### src/rtl/icache_refill_ctrl_module.sv
// rtl/icache_refill_ctrl_module.sv - instruction-fetch miss sequencer between ITLB, MMU walker, ICACHE and memory
module icache_refill_ctrl_module #(
  parameter int VADDR_WIDTH = 32,
  parameter int PADDR_WIDTH = 34,
  parameter int CNT_WIDTH   = 16
) (
  input  logic                   clk,
  input  logic                   rst,
  input  logic                   i_flush,
  input  logic                   i_req_vld,
  input  logic [VADDR_WIDTH-1:0] i_req_vaddr,
  input  logic                   i_itlb_hit,
  input  logic [21:0]            i_itlb_ppn,
  input  logic                   i_icache_hit,
  output logic                   o_itlb_mmu_vld,
  output logic [VADDR_WIDTH-1:0] o_itlb_mmu_vaddr,
  input  logic                   i_mmu_itlb_vld,
  input  logic [PADDR_WIDTH-1:0] i_mmu_itlb_paddr,
  input  logic [2:0]             i_mmu_itlb_excp,
  output logic                   o_itlb_wren,
  output logic                   o_icache_mem_vld,
  output logic [PADDR_WIDTH-1:0] o_icache_mem_paddr,
  input  logic                   i_mem_icache_vld,
  output logic                   o_icache_wren,
  output logic                   o_stall,
  output logic                   o_excp_vld,
  output logic [2:0]             o_excp_code,
  output logic [CNT_WIDTH-1:0]   o_itlb_miss_cnt,
  output logic [CNT_WIDTH-1:0]   o_icache_miss_cnt
);

  typedef enum logic [2:0] {
    IDLE      = 3'd0,
    TLB_WAIT  = 3'd1,
    RECHK     = 3'd2,
    MEM_WAIT  = 3'd3,
    FILL      = 3'd4,
    DRAIN_TLB = 3'd5,
    DRAIN_MEM = 3'd6
  } state_t;

  state_t                 state_q, state_d;
  logic                   mmu_vld_q, mmu_vld_d;
  logic [VADDR_WIDTH-1:0] mmu_vaddr_q, mmu_vaddr_d;
  logic                   itlb_wren_q, itlb_wren_d;
  logic                   mem_vld_q, mem_vld_d;
  logic [PADDR_WIDTH-1:0] mem_paddr_q, mem_paddr_d;
  logic                   icache_wren_q, icache_wren_d;
  logic                   excp_vld_q, excp_vld_d;
  logic [2:0]             excp_code_q, excp_code_d;
  logic [CNT_WIDTH-1:0]   itlb_cnt_q, itlb_cnt_d;
  logic [CNT_WIDTH-1:0]   icache_cnt_q, icache_cnt_d;

  // Page offset bits of the walk result are replaced by the fetch vaddr offset
  logic unused_paddr_lsb;
  assign unused_paddr_lsb = ^i_mmu_itlb_paddr[11:0];

  function automatic logic [CNT_WIDTH-1:0] sat_inc(input logic [CNT_WIDTH-1:0] c);
    return (&c) ? c : c + CNT_WIDTH'(1);
  endfunction

  // Next-state and registered-output computation; pulses default low every cycle
  always_comb begin
    state_d       = state_q;
    mmu_vld_d     = 1'b0;
    mmu_vaddr_d   = mmu_vaddr_q;
    itlb_wren_d   = 1'b0;
    mem_vld_d     = 1'b0;
    mem_paddr_d   = mem_paddr_q;
    icache_wren_d = 1'b0;
    excp_vld_d    = 1'b0;
    excp_code_d   = 3'd0;
    itlb_cnt_d    = itlb_cnt_q;
    icache_cnt_d  = icache_cnt_q;
    case (state_q)
      IDLE: begin
        if (i_req_vld && !i_flush) begin
          if (!i_itlb_hit) begin
            mmu_vaddr_d = i_req_vaddr;
            mmu_vld_d   = 1'b1;
            itlb_cnt_d  = sat_inc(itlb_cnt_q);
            state_d     = TLB_WAIT;
          end else if (!i_icache_hit) begin
            mem_paddr_d  = PADDR_WIDTH'({i_itlb_ppn, i_req_vaddr[11:6], 6'b0});
            mem_vld_d    = 1'b1;
            icache_cnt_d = sat_inc(icache_cnt_q);
            state_d      = MEM_WAIT;
          end
        end
      end
      TLB_WAIT: begin
        if (i_mmu_itlb_vld) begin
          if (i_flush) begin
            // Response coinciding with a flush is drained: fill the ITLB, report nothing
            itlb_wren_d = (i_mmu_itlb_excp == 3'd0);
            state_d     = IDLE;
          end else if (i_mmu_itlb_excp != 3'd0) begin
            excp_vld_d  = 1'b1;
            excp_code_d = i_mmu_itlb_excp;
            state_d     = IDLE;
          end else begin
            itlb_wren_d = 1'b1;
            mem_paddr_d = PADDR_WIDTH'({i_mmu_itlb_paddr[PADDR_WIDTH-1:12], mmu_vaddr_q[11:6], 6'b0});
            state_d     = RECHK;
          end
        end else if (i_flush) begin
          state_d = DRAIN_TLB;
        end
      end
      RECHK: begin
        if (i_flush || i_icache_hit) begin
          state_d = IDLE;
        end else begin
          mem_vld_d    = 1'b1;
          icache_cnt_d = sat_inc(icache_cnt_q);
          state_d      = MEM_WAIT;
        end
      end
      MEM_WAIT: begin
        if (i_mem_icache_vld) begin
          icache_wren_d = 1'b1;
          state_d       = FILL;
        end else if (i_flush) begin
          state_d = DRAIN_MEM;
        end
      end
      FILL: state_d = IDLE;
      DRAIN_TLB: begin
        if (i_mmu_itlb_vld) begin
          itlb_wren_d = (i_mmu_itlb_excp == 3'd0);
          state_d     = IDLE;
        end
      end
      DRAIN_MEM: begin
        if (i_mem_icache_vld) begin
          icache_wren_d = 1'b1;
          state_d       = FILL;
        end
      end
      default: state_d = IDLE;
    endcase
  end

  // State and output registers; reset clears everything and drops late responses
  always_ff @(posedge clk) begin
    if (rst) begin
      state_q       <= IDLE;
      mmu_vld_q     <= 1'b0;
      mmu_vaddr_q   <= '0;
      itlb_wren_q   <= 1'b0;
      mem_vld_q     <= 1'b0;
      mem_paddr_q   <= '0;
      icache_wren_q <= 1'b0;
      excp_vld_q    <= 1'b0;
      excp_code_q   <= 3'd0;
      itlb_cnt_q    <= '0;
      icache_cnt_q  <= '0;
    end else begin
      state_q       <= state_d;
      mmu_vld_q     <= mmu_vld_d;
      mmu_vaddr_q   <= mmu_vaddr_d;
      itlb_wren_q   <= itlb_wren_d;
      mem_vld_q     <= mem_vld_d;
      mem_paddr_q   <= mem_paddr_d;
      icache_wren_q <= icache_wren_d;
      excp_vld_q    <= excp_vld_d;
      excp_code_q   <= excp_code_d;
      itlb_cnt_q    <= itlb_cnt_d;
      icache_cnt_q  <= icache_cnt_d;
    end
  end

  // Stall is combinational so the IFU holds in the same cycle a miss is seen
  always_comb begin
    o_stall = (state_q == DRAIN_TLB) || (state_q == DRAIN_MEM) ||
              (i_req_vld && ((state_q != IDLE) || !i_itlb_hit || !i_icache_hit));
  end

  assign o_itlb_mmu_vld     = mmu_vld_q;
  assign o_itlb_mmu_vaddr   = mmu_vaddr_q;
  assign o_itlb_wren        = itlb_wren_q;
  assign o_icache_mem_vld   = mem_vld_q;
  assign o_icache_mem_paddr = mem_paddr_q;
  assign o_icache_wren      = icache_wren_q;
  assign o_excp_vld         = excp_vld_q;
  assign o_excp_code        = excp_code_q;
  assign o_itlb_miss_cnt    = itlb_cnt_q;
  assign o_icache_miss_cnt  = icache_cnt_q;

endmodule

### config.mk
export PLATFORM = sky130hd
export DESIGN_NAME = icache_refill_ctrl_module
export DESIGN_NICKNAME = d
export VERILOG_FILES = /design/src/rtl/icache_refill_ctrl_module.sv
export SDC_FILE = /design/constraint.sdc
export NUM_CORES = 1
export LEC_CHECK = 0
export ABC_AREA = 1
export BUFFER_PORTS_ARGS = -buffer_cell sky130_fd_sc_hd__buf_2
export CORE_MARGIN = 5
export CORE_UTILIZATION = 45
export DETAILED_ROUTE_END_ITERATION = 8
export PLACE_DENSITY = 0.75
export SETUP_SLACK_MARGIN = 0.2
export SYNTH_ARGS = -nofsm -noshare
export SYNTH_HDL_FRONTEND = slang
export SYNTH_SLANG_ARGS = --single-unit
### constraint.sdc
create_clock -name clk -period 3.85 [get_ports clk]
set_clock_uncertainty 0.2 [all_clocks]
set_input_delay 0.5775 -clock clk [delete_from_list [all_inputs] [get_ports clk]]
set_output_delay 0.5775 -clock clk [all_outputs]
set_load 0.01 [all_outputs]
==> qor.txt, run 1 <==
post-CTS setup buffers: 0
Die Wd: 115.8 µm
Relative slew margins: 0.2567
Layout area overhead: 22.81%
post-synthesis sequential area ratio: 0.4090
CP Launch Type: flip-flop
post-CTS sizing: 0
syn_area_per_cell: 6.572 µm²
Post-Syn Instances: 767
number of synthesized register bits: 103
Setup Crit Path Kind: reg2reg
nets: 1,032
Initial Util: 0.4630
setup TNS: 0 ps
DR pass1 iterations: 4
CTS max path bufs: 2
Tcrit/Tclk final: 0.6439
Post-DP HPWL: 9.824 mm
Net Sw Frac: 0.4029
Critical Path End Type: flip-flop
main area contributors after synthesis: dfxtp_1 41%, nand2_1 17%, nor2_1 9.5%, nand4_1 5.5%, a21oi_1 5.3%
Worst IR Drop VDD: 0.4351 mV
dpl cell area: 0.005977 mm²
DR vias/cell: 4.955
worst slew pin tran: 1114 ps
cell area after synthesis: 0.005041 mm²
YS warnings: 0
static leakage: 3.043 nW
CTS clk-pin slew, worst paths: 100 ps
num ports: 206
initial antenna violation count: 0
number of diodes: 0
fraction of layout cells with a size suffix above 1: 0.2447
Wirelength per Cell: 13.14 µm
Total Routing Usage GR: 0.2124
dominant cell type by area after synthesis: dfxtp_1
Clk pwr share: 0.225
Die Y: 115.8 µm
post-layout min period: 2479 ps
wire length of the first global-routing pass: 23.32 mm
GR Overflow Total: 0
Critical R2R Launch: o_icache_miss_cnt[0]
Worst Path Max Fanout: 14
Gate power share: 0.373
Post-DRT Antenna Nets: 0
core region area: 0.01089 mm²
Sw Pwr: 1.297 mW
count of final hold-check violations: 0
Sequential Area: 0.002062 mm²
Int Pwr: 1.922 mW
design area: 0.006191 mm²
outcome: complete, no violations
Power per Cell Area: 519.9 mW/mm²
most frequent cells in the layout: 234 x nand2_1, 187 x buf_2, 127 x nor2_1
achievable frequency: 0.4034 GHz
Worst-Skew Late Latency: 370 ps
hold buffers post-CTS: 0
Req. time, crit path: 3880 ps
Max-Cap Viols: 0
post-synth top area share: 0.4090
RSZ-0062 raised after global routing: no
Crit path arrival time: 2500 ps
Sequential Power Share: 0.401
FILL cells: 1,070
hold_sp: i_req_vaddr[13]
WHS: 224.1 ps
vias in the first global route: 4,973
Hold WC Path Type: in2reg
Multi-input gate area: 0.002564 mm²
Critical Path Start: o_icache_miss_cnt[0]
die area: 0.01342 mm²
CTS tree: built
commonest non-fill, non-tap cell in the layout: nand2_1
I/O Buffers: 187
fin. max-slew vios: 0
CTS Sinks: 103
Setup-failing EPs final: 0
largest net degree at the start of global routing: 61
vias: 5,332
# rows: 38
Post-Route WL: 14.14 mm
H-tree Lvls: 3
CTS Buf Count: 9
Root Buffer: clkbuf_8
First DRT Iteration DRCs: 385
# DRC: 0
Distinct cells, synth: 29
RD Place Congestion: 0.9163
-- kinds of logic (layout without fill, tap and decap cells) --
kind of cell / after synthesis / count (layout) / share of synthesized area
flip-flops: 103 / 103 / 0.4090
AO/OA/AOI/OAI: 100 / 100 / 0.1008
AND/OR/NAND/NOR: 458 / 458 / 0.3855
buffers and inverters: 96 / 260 / 0.08687
XOR/XNOR: 7 / 7 / 0.01216
other: 1 / 6 / 0.0007439
adder cells (fa/ha/maj): 2 / 2 / 0.004963
-- critical path: stages, from the launching register on --
cell	delay, ps
dfxtp_1	410
ha_1	200
nand2_1	120
nor2_2	240
nand4_1	450
nand2_2	430
inv_2	140
nand2_1	80
a21oi_1	50
-- flip-flops by register name, summed over array words and instances (netlist names) --
signal	flops
o_itlb_miss_cnt	16
o_icache_wren	1
o_itlb_wren	1
o_itlb_mmu_vaddr	32
o_icache_miss_cnt	16
o_icache_mem_paddr	28
o_excp_vld	1
o_itlb_mmu_vld	1
o_icache_mem_vld	1
o_excp_code	3
state_q	3
-- stage by stage --
stage	instances	setup slack, ps	utilization	power (mW)
6_report	1076	1371	0.5686	3.219
5_1_grt	1076	1114	0.5686	3.441
4_1_cts	1076	1345	0.5686	3.244
3_5_place_dp	1060	1145	0.5490	2.516
3_3_place_gp	1060	1164	0.5490	2.512
2_1_floorplan	772	1960	-	2.176
-- power groups by stage --
stage / Clock [mW] / Combinational [mW] / Sequential (mW)
finish: 0.725 / 1.20 / 1.29
global route: 0.786 / 1.34 / 1.31
CTS: 0.748 / 1.20 / 1.29
detailed placement: 0 / 1.20 / 1.31
global placement: 0 / 1.20 / 1.31
floorplan: 0 / 0.800 / 1.38
-- cell usage after synthesis, drive strengths merged --
| master | number |
|---|---|
| nand3 | 39 |
| nor2 | 131 |
| ha | 2 |
| inv | 50 |
| nand4 | 45 |
| dfxtp | 103 |
| nor4 | 1 |
| nand2 | 238 |
| o21ai | 47 |
| xor2 | 7 |
| nand3b | 1 |
| clkbuf | 16 |
| nor3 | 3 |
| a21oi | 53 |
| conb | 1 |
| buf | 30 |
-- per-layer routing --
metal / share of wire / track usage / routed length [µm] / vias to the layer above
met1: 0.44 / 0.2694 / 6249 / 2353
met4: 0.026 / 0.08507 / 369 / 0
li1: - / - / - / 2788
met2: 0.46 / 0.3487 / 6497 / 166
met3: 0.073 / 0.05013 / 1026 / 25
met5: 0 / 0 / 0 / -
-- cell type report --
cell class / count / share of cell area
Clock buffer: 10 / 0.02223
Clock inverter: 6 / 0.01233
Tap cell: 140 / 0.02829
Timing Repair Buffer: 194 / 0.1597
Multi-Input combinational cell: 573 / 0.4141
Inverter: 50 / 0.03032
Sequential cell: 103 / 0.3331
-- path summary, 6_finish.rpt --
| check | to | slack (ps) | cells past startpoint |
|---|---|---|---|
| worst min register to register | o_icache_mem_paddr[9] | 260 | 2 |
| worst max-delay path | o_icache_miss_cnt[8] | 1370 | 8 |
| worst max register to register | o_icache_miss_cnt[8] | 1370 | 8 |
| worst min-delay path | o_itlb_mmu_vaddr[13] | 220 | 3 |
Note: power is estimated with default switching activity, not from simulation.
==> run 2, diff against run 1 <==
clock period = 2.44 ns   (was 3.85 ns; I/O delays follow)
==> run 2 against run 1 <==
Global-route usage is 0.10 points lower; combinational power rose by 60%; sequential share of layout area decreased by 0.33 points; flip-flop and latch count did not move; critical path type is now reg2out.
==> qor.txt, run 2 (synthesis gave the netlist of run 1 again) <==
outcome: complete, no violations
GR Overflow Total: 0 (unchanged)
CTS clk-pin slew, worst paths: 120 ps (+20 ps)
post-route insts no fill: 1,085 (+0.84%)
placed cells: 1,067 (+0.66%)
number of diodes: 0 (unchanged)
RD Place Congestion: 0.9130 (-0.36%)
core region area: 0.01089 mm² (unchanged)
Worst IR Drop VDD: 0.5192 mV (+19%)
Req. time, crit path: 1870 ps (-2010 ps)
fin. max-slew vios: 0 (unchanged)
CTS Sinks: 103 (unchanged)
# DRC: 0 (unchanged)
most frequent cells in the layout: 234 x nand2_1, 187 x buf_2, 127 x nor2_1
Die Wd: 115.8 µm (unchanged)
commonest non-fill, non-tap cell in the layout: nand2_1
Post-Route WL: 14.34 mm (+1.4%)
Post-DRT Antenna Nets: 0 (unchanged)
Wirelength per Cell: 13.22 µm (+0.57%)
DR pass1 iterations: 4 (unchanged)
Int Pwr: 2.947 mW (+53%)
wire length on met3: 1.021 mm (-0.49%)
CTS Buf Count: 9 (unchanged)
Largest register FFs: 32 (unchanged)
DR vias/cell: 4.931 (-0.49%)
WHS: 19.07 ps (-205.1 ps)
worst reg-to-reg path cell count: 8 (unchanged)
Root Buffer: clkbuf_8
fraction of layout cells with a size suffix above 1: 0.2497 (+0.005077)
achievable frequency: 0.4859 GHz
vias: 5,350 (+0.34%)
H-tree Lvls: 3 (unchanged)
RSZ-0062 raised after global routing: no
count of final hold-check violations: 0 (unchanged)
First DRT Iteration DRCs: 395 (+2.6%)
Power per Cell Area: 805.4 mW/mm² (+55%)
Met1 Wirelength: 6.330 mm (+1.3%)
# rows: 38 (unchanged)
Setup-failing EPs final: 0 (unchanged)
post-layout min period: 2058 ps
Gate power share: 0.382 (+0.009)
die area: 0.01342 mm² (unchanged)
Setup Crit Path Kind: reg2out
Hold WC Path Type: in2reg
WHS Path Cells: 3 (unchanged)
Initial Util: 0.4630 (unchanged)
Sw Pwr: 2.089 mW (+61%)
setup TNS: 0 ps (unchanged)
R2R Setup Slk: 420 ps (-950 ps)
Max Used Layer: met4
Worst-Skew Late Latency: 350 ps (-20 ps)
Total Routing Usage GR: 0.2114 (-0.001006)
CTS tree: built
initial antenna violation count: 0 (unchanged)
CP Launch Type: flip-flop
Relative slew margins: 0.5414 (+0.2847)
CTS max path bufs: 2 (unchanged)
Max-Cap Viols: 0 (unchanged)
Crit path arrival time: 1490 ps (-1010 ps)
Worst Path Max Fanout: 6 (-8)
static leakage: 3.078 nW (+1.2%)
nets: 1,041 (+0.87%)
Critical Path End Type: primary output
Layout area overhead: 24.03%
Sequential Power Share: 0.406 (+0.005)
num ports: 206 (unchanged)
vias in the first global route: 5,100 (+2.6%)
largest net degree at the start of global routing: 61 (unchanged)
FILL cells: 1,092 (+2.1%)
routed wl met2: 6.704 mm (+3.2%)
Post-DP HPWL: 10.20 mm (+3.8%)
Die Y: 115.8 µm (unchanged)
worst slew pin tran: 687.9 ps (-425.8 ps)
wire length of the first global-routing pass: 23.40 mm (+0.32%)
I/O Buffers: 187 (unchanged)
Net Sw Frac: 0.4148 (+0.01190)
Clk pwr share: 0.212 (-0.013)
Tcrit/Tclk final: 0.8435
==> run 2: worst paths after layout <==
check | from | to
hold reg to reg | o_icache_mem_paddr[24] | o_icache_mem_paddr[24]
hold / removal | i_req_vaddr[13] | o_itlb_mmu_vaddr[13]
setup / recovery | state_q[2] | o_stall
setup reg to reg | o_itlb_miss_cnt[1] | o_itlb_miss_cnt[13]
==> run 2: repair_timing <==
| item | 4_1_cts | 5_1_grt |
|---|---|---|
| setup endpoints to repair | 0 | 1 |
| hold endpoints to repair | 1 | 1 |
| setup buffers | 0 | 0 |
| resized for setup | 0 | 1 |
| hold buffers | 1 | 1 |
==> run 2: critical path, stage by stage (launching register included) <==
cell and delay (ps):
dfxtp_1 400, nor2_4 180, nand4_1 160, a21oi_1 150
o21ai_0 100, buf_2 150
==> run 2: power by group through the flow <==
stage                     clock, mW  sequential, mW  combinational, mW
after detailed placement          0            2.08               1.93
final                          1.07            2.04               1.92
after global routing           1.17            2.07               2.15
after global placement            0            2.07               1.92
after floorplan                   0            2.17               1.26
after CTS                      1.11            2.04               1.93
==> run 2: area by class of cell <==
class | instances | area [µm²] | area share
Clock inverter | 7 | 73.82 | 0.01181
Inverter | 50 | 187.7 | 0.03002
Timing Repair Buffer | 203 | 1061 | 0.1697
Tap cell | 140 | 175.2 | 0.02802
Sequential cell | 103 | 2062 | 0.3298
Clock buffer | 9 | 123.9 | 0.01981
Multi-Input combinational cell | 573 | 2569 | 0.4108
==> run 2: per-layer routing <==
layer	vias up	GRT usage
met2	138	0.3521
met1	2390	0.2670
met4	0	0.07425
met5	-	0
met3	21	0.05222
li1	2801	-
==> run 2: through the flow <==
step                utilization  instance area [µm²]  total power [mW]  worst slack, ps
finish                   0.5742                 6252             5.036            381.8
global route             0.5742                 6252             5.391            211.3
CTS                      0.5729                 6237             5.083            362.1
detailed placement       0.5538                 6030             4.006            337.3
global placement         0.5538                 6030             3.991            392.5
floorplan                     -                 5060             3.433            632.7
==> run 3, diff against run 2 <==
ABC_AREA = 0   (was 1)
PLACE_DENSITY = 0.77   (was 0.75)
clock period = 2 ns   (was 2.44 ns; I/O delays follow)
==> run 3 against run 2 <==
The run now ends with negative setup slack left; setup slack worse by 470 ps; synthesized cell count down 31%; core utilization up 18 points; clock power up 61%; combinational power down 29%; global-route usage up 2.5 points; count of clock-buffer cells in the layout up 1; critical path depth unchanged; wire length up 10%; non-clock buffer count up 94; hold slack better by 38 ps; power up 5.0%; highest routed layer unchanged.
==> qor.txt, run 3 <==
cell area after synthesis: 0.004479 mm² (-11%)
post-layout min period: 2088 ps
Post-Syn Instances: 533 (-31%)
Setup-failing EPs final: 10 (+10)
Worst-Skew Late Latency: 360 ps (about the same)
post-synthesis sequential area ratio: 0.4603 (+0.05130)
Initial Util: 0.4604 (-0.002606)
final core occ: 0.7577 (+0.1835)
largest net degree at the start of global routing: 46 (-25%)
setup slack after layout: -88.22 ps (-470.0 ps)
Post-Route WL: 15.81 mm (+10%)
design area: 0.007372 mm² (+18%)
core region area: 0.009729 mm² (-11%)
# rows: 36 (-5.3%)
fin. max-slew vios: 0 (unchanged)
placed cells: 860 (-19%)
EDFF count, synth: 0 (unchanged)
wire length of the first global-routing pass: 22.62 mm (-3.3%)
Layout area overhead: 64.58%
Sw Pwr: 1.459 mW (-30%)
DR pass1 iterations: 5 (+1)
achievable frequency: 0.4789 GHz
most frequent cells in the layout: 186 x buf_2, 87 x dfxtp_1, 75 x nand2_1
CP max stage delay: 510 ps (+110 ps)
Total Routing Usage GR: 0.2361 (+0.02474)
Critical Path End Type: flip-flop
Crit path top cell by count: or4_4
main area contributors after synthesis: dfxtp_1 46%, nand2_1 6.5%, mux2i_1 6.5%, nor2_1 5.9%, a211oi_1 5.0%
Gate power share: 0.257 (-0.125)
dominant cell type by area after synthesis: dfxtp_1
count of final hold-check violations: 0 (unchanged)
number of synthesized register bits: 103 (unchanged)
post-synth top area share: 0.4603 (+0.05130)
Max-Cap Viols: 0 (unchanged)
vias: 4,994 (-6.7%)
CTS Sinks: 103 (unchanged)
num ports: 206 (unchanged)
CP Launch Type: flip-flop
WHS Path Cells: 3 (unchanged)
Largest register FFs: 32 (unchanged)
Synth Flop Type: dfxtp_1
Wirelength per Cell: 16.79 µm (+27%)
Power per Cell Area: 717.1 mW/mm² (-11%)
Req. time, crit path: 2080 ps (+210 ps)
vias in the first global route: 4,731 (-7.2%)
worst reg-to-reg path cell count: 5 (-3)
Tot Pwr: 5.287 mW (+5.0%)
CTS max path bufs: 2 (unchanged)
commonest non-fill, non-tap cell in the layout: buf_2
Crit path depth: 5 (unchanged)
Net Sw Frac: 0.2761 (-0.1388)
ys async rst share: 0 (unchanged)
GR Overflow Total: 0 (unchanged)
I/O Buffers: 187 (unchanged)
CTS Buf Count: 9 (unchanged)
RD Place Congestion: 0.8343 (-8.6%)
Tcrit/Tclk final: 1.044
Setup Crit Path Kind: reg2reg
Worst Path Max Fanout: 6 (unchanged)
Distinct cells, synth: 42 (+45%)
most frequent cell after synthesis: dfxtp_1
Crit path arrival time: 2170 ps (+680 ps)
violated checks: negative setup slack
Clk pwr share: 0.326 (+0.114)
initial antenna violation count: 0 (unchanged)
Sequential Area: 0.002090 mm² (+1.3%)
Post-DP HPWL: 9.425 mm (-7.6%)
post-route insts no fill: 942 (-13%)
Worst IR Drop VDD: 0.4926 mV (-5.1%)
CTS tree: built
crit path buf inv count: 0 (-1)
Multi-input gate area: 0.002634 mm² (+2.5%)
Die Wd: 109.8 µm (-5.2%)
RSZ-0062 raised after global routing: yes
Top Family by Delay on Critical Path: simple AND/OR/NAND/NOR gates
Sequential Power Share: 0.417 (+0.011)
Hold WC Path Type: in2reg
syn_area_per_cell: 8.404 µm² (+28%)
# DRC: 0 (unchanged)
outcome: complete, but fails checks
H-tree Lvls: 3 (unchanged)
number of diodes: 0 (unchanged)
die area: 0.01205 mm² (-10%)
FILL cells: 669 (-39%)
dpl cell area: 0.005857 mm² (-2.9%)
First DRT Iteration DRCs: 305 (-23%)
Post-DRT Antenna Nets: 0 (unchanged)
worst-path cell chain: or4_4 -> or4_4 -> nor4_4 -> nor2_1 -> a211oi_1
CP max stage cell: or4_4
Int Pwr: 3.827 mW (+30%)
Die Y: 109.8 µm (-5.2%)
CTS clk-pin slew, worst paths: 100 ps (-20 ps)
static leakage: 3.150 nW (+2.3%)
Root Buffer: clkbuf_8
nets: 906 (-13%)
fraction of layout cells with a size suffix above 1: 0.4524 (+0.2027)
DR vias/cell: 5.301 (+7.5%)
synth cell count leaders: 103 x dfxtp_1, 78 x nand2_1, 71 x nor2_1, 43 x a21oi_1, 30 x a211oi_1
YS warnings: 0 (unchanged)
run 3: cell types whose count changed in the layout (fill, tap and decap cells not counted), moves of 32 or more:
cell	before	now
dlygate4sd3_1	2	36
inv_1	45	5
nand2_1	234	75
nand3_1	38	4
nand4_1	44	10
nor2_1	127	69
o21ai_0	38	6
run 3: layout make-up:
cell class,count,area share
Timing Repair Buffer,297,0.2975
Tap cell,133,0.02257
Clock buffer,10,0.01867
Clock inverter,5,0.01748
Multi-Input combinational cell,388,0.3573
Sequential cell,103,0.2834
Inverter,6,0.003055
run 3: power by group through the flow:
stage	registers (mW)	clock network (mW)	logic (mW)
floorplan	2.27	0	0.569
global placement	2.23	0	0.927
detailed placement	2.23	0	0.951
CTS	2.19	1.74	1.14
global route	2.22	1.84	1.45
finish	2.21	1.72	1.36
run 3: worst reg2reg max path, stage by stage, from the launching register on:
cell      delay (ps)
dfxtp_2          330
or4_4            500
or4_4            510
nor4_4           200
nor2_1            70
a211oi_1         190
run 3: cells by family (layout without fill, tap and decap cells):
family                   count (synthesis)  count (layout)  share of synthesized area
AND/OR/NAND/NOR                        234             234                     0.2436
other                                    1               6                  0.0008372
flip-flops                             103             103                     0.4603
AO/OA/AOI/OAI                           88              88                     0.1207
adder cells (fa/ha/maj)                  2               2                   0.005586
multiplexers                            30              30                    0.06732
buffers and inverters                   47             318                    0.04692
XOR/XNOR                                28              28                    0.05475
run 3: routing by layer:
metal | share of wire | GRT usage
met5 | 0 | 0
met1 | 0.40 | 0.2781
met2 | 0.49 | 0.3967
met3 | 0.081 | 0.07340
met4 | 0.031 | 0.09973
run 3: worst paths after layout:
path	start	end	slack, ps
max reg2reg	state_q[2]	o_icache_miss_cnt[14]	-90
max	state_q[2]	o_icache_miss_cnt[14]	-90
min reg2reg	o_itlb_mmu_vaddr[20]	o_itlb_mmu_vaddr[20]	260
min	i_mmu_itlb_vld	o_excp_vld	60
run 3: repair_timing:
| action | CTS | global route |
|---|---|---|
| pin swaps | 20 | 34 |
| gates resized for setup | 41 | 77 |
| endpoints found under the setup margin | 91 | 96 |
| hold endpoints to repair | 36 | 0 |
| buffers inserted | 9 | 12 |
| gates cloned | 5 | 5 |
| hold buffers | 36 | 0 |
run 3: metrics by stage:
step | TNS, ps | hold WS (ps) | worst slack [ps]
finish | -344.6 | 57.14 | -88.22
global placement | -1780 | 238.8 | -303.7
CTS | -3040 | 24.43 | -133.5
detailed placement | -3144 | 246.3 | -349.9
global route | -1910 | 40.75 | -145.8
floorplan | -1651 | 221.7 | -214.9
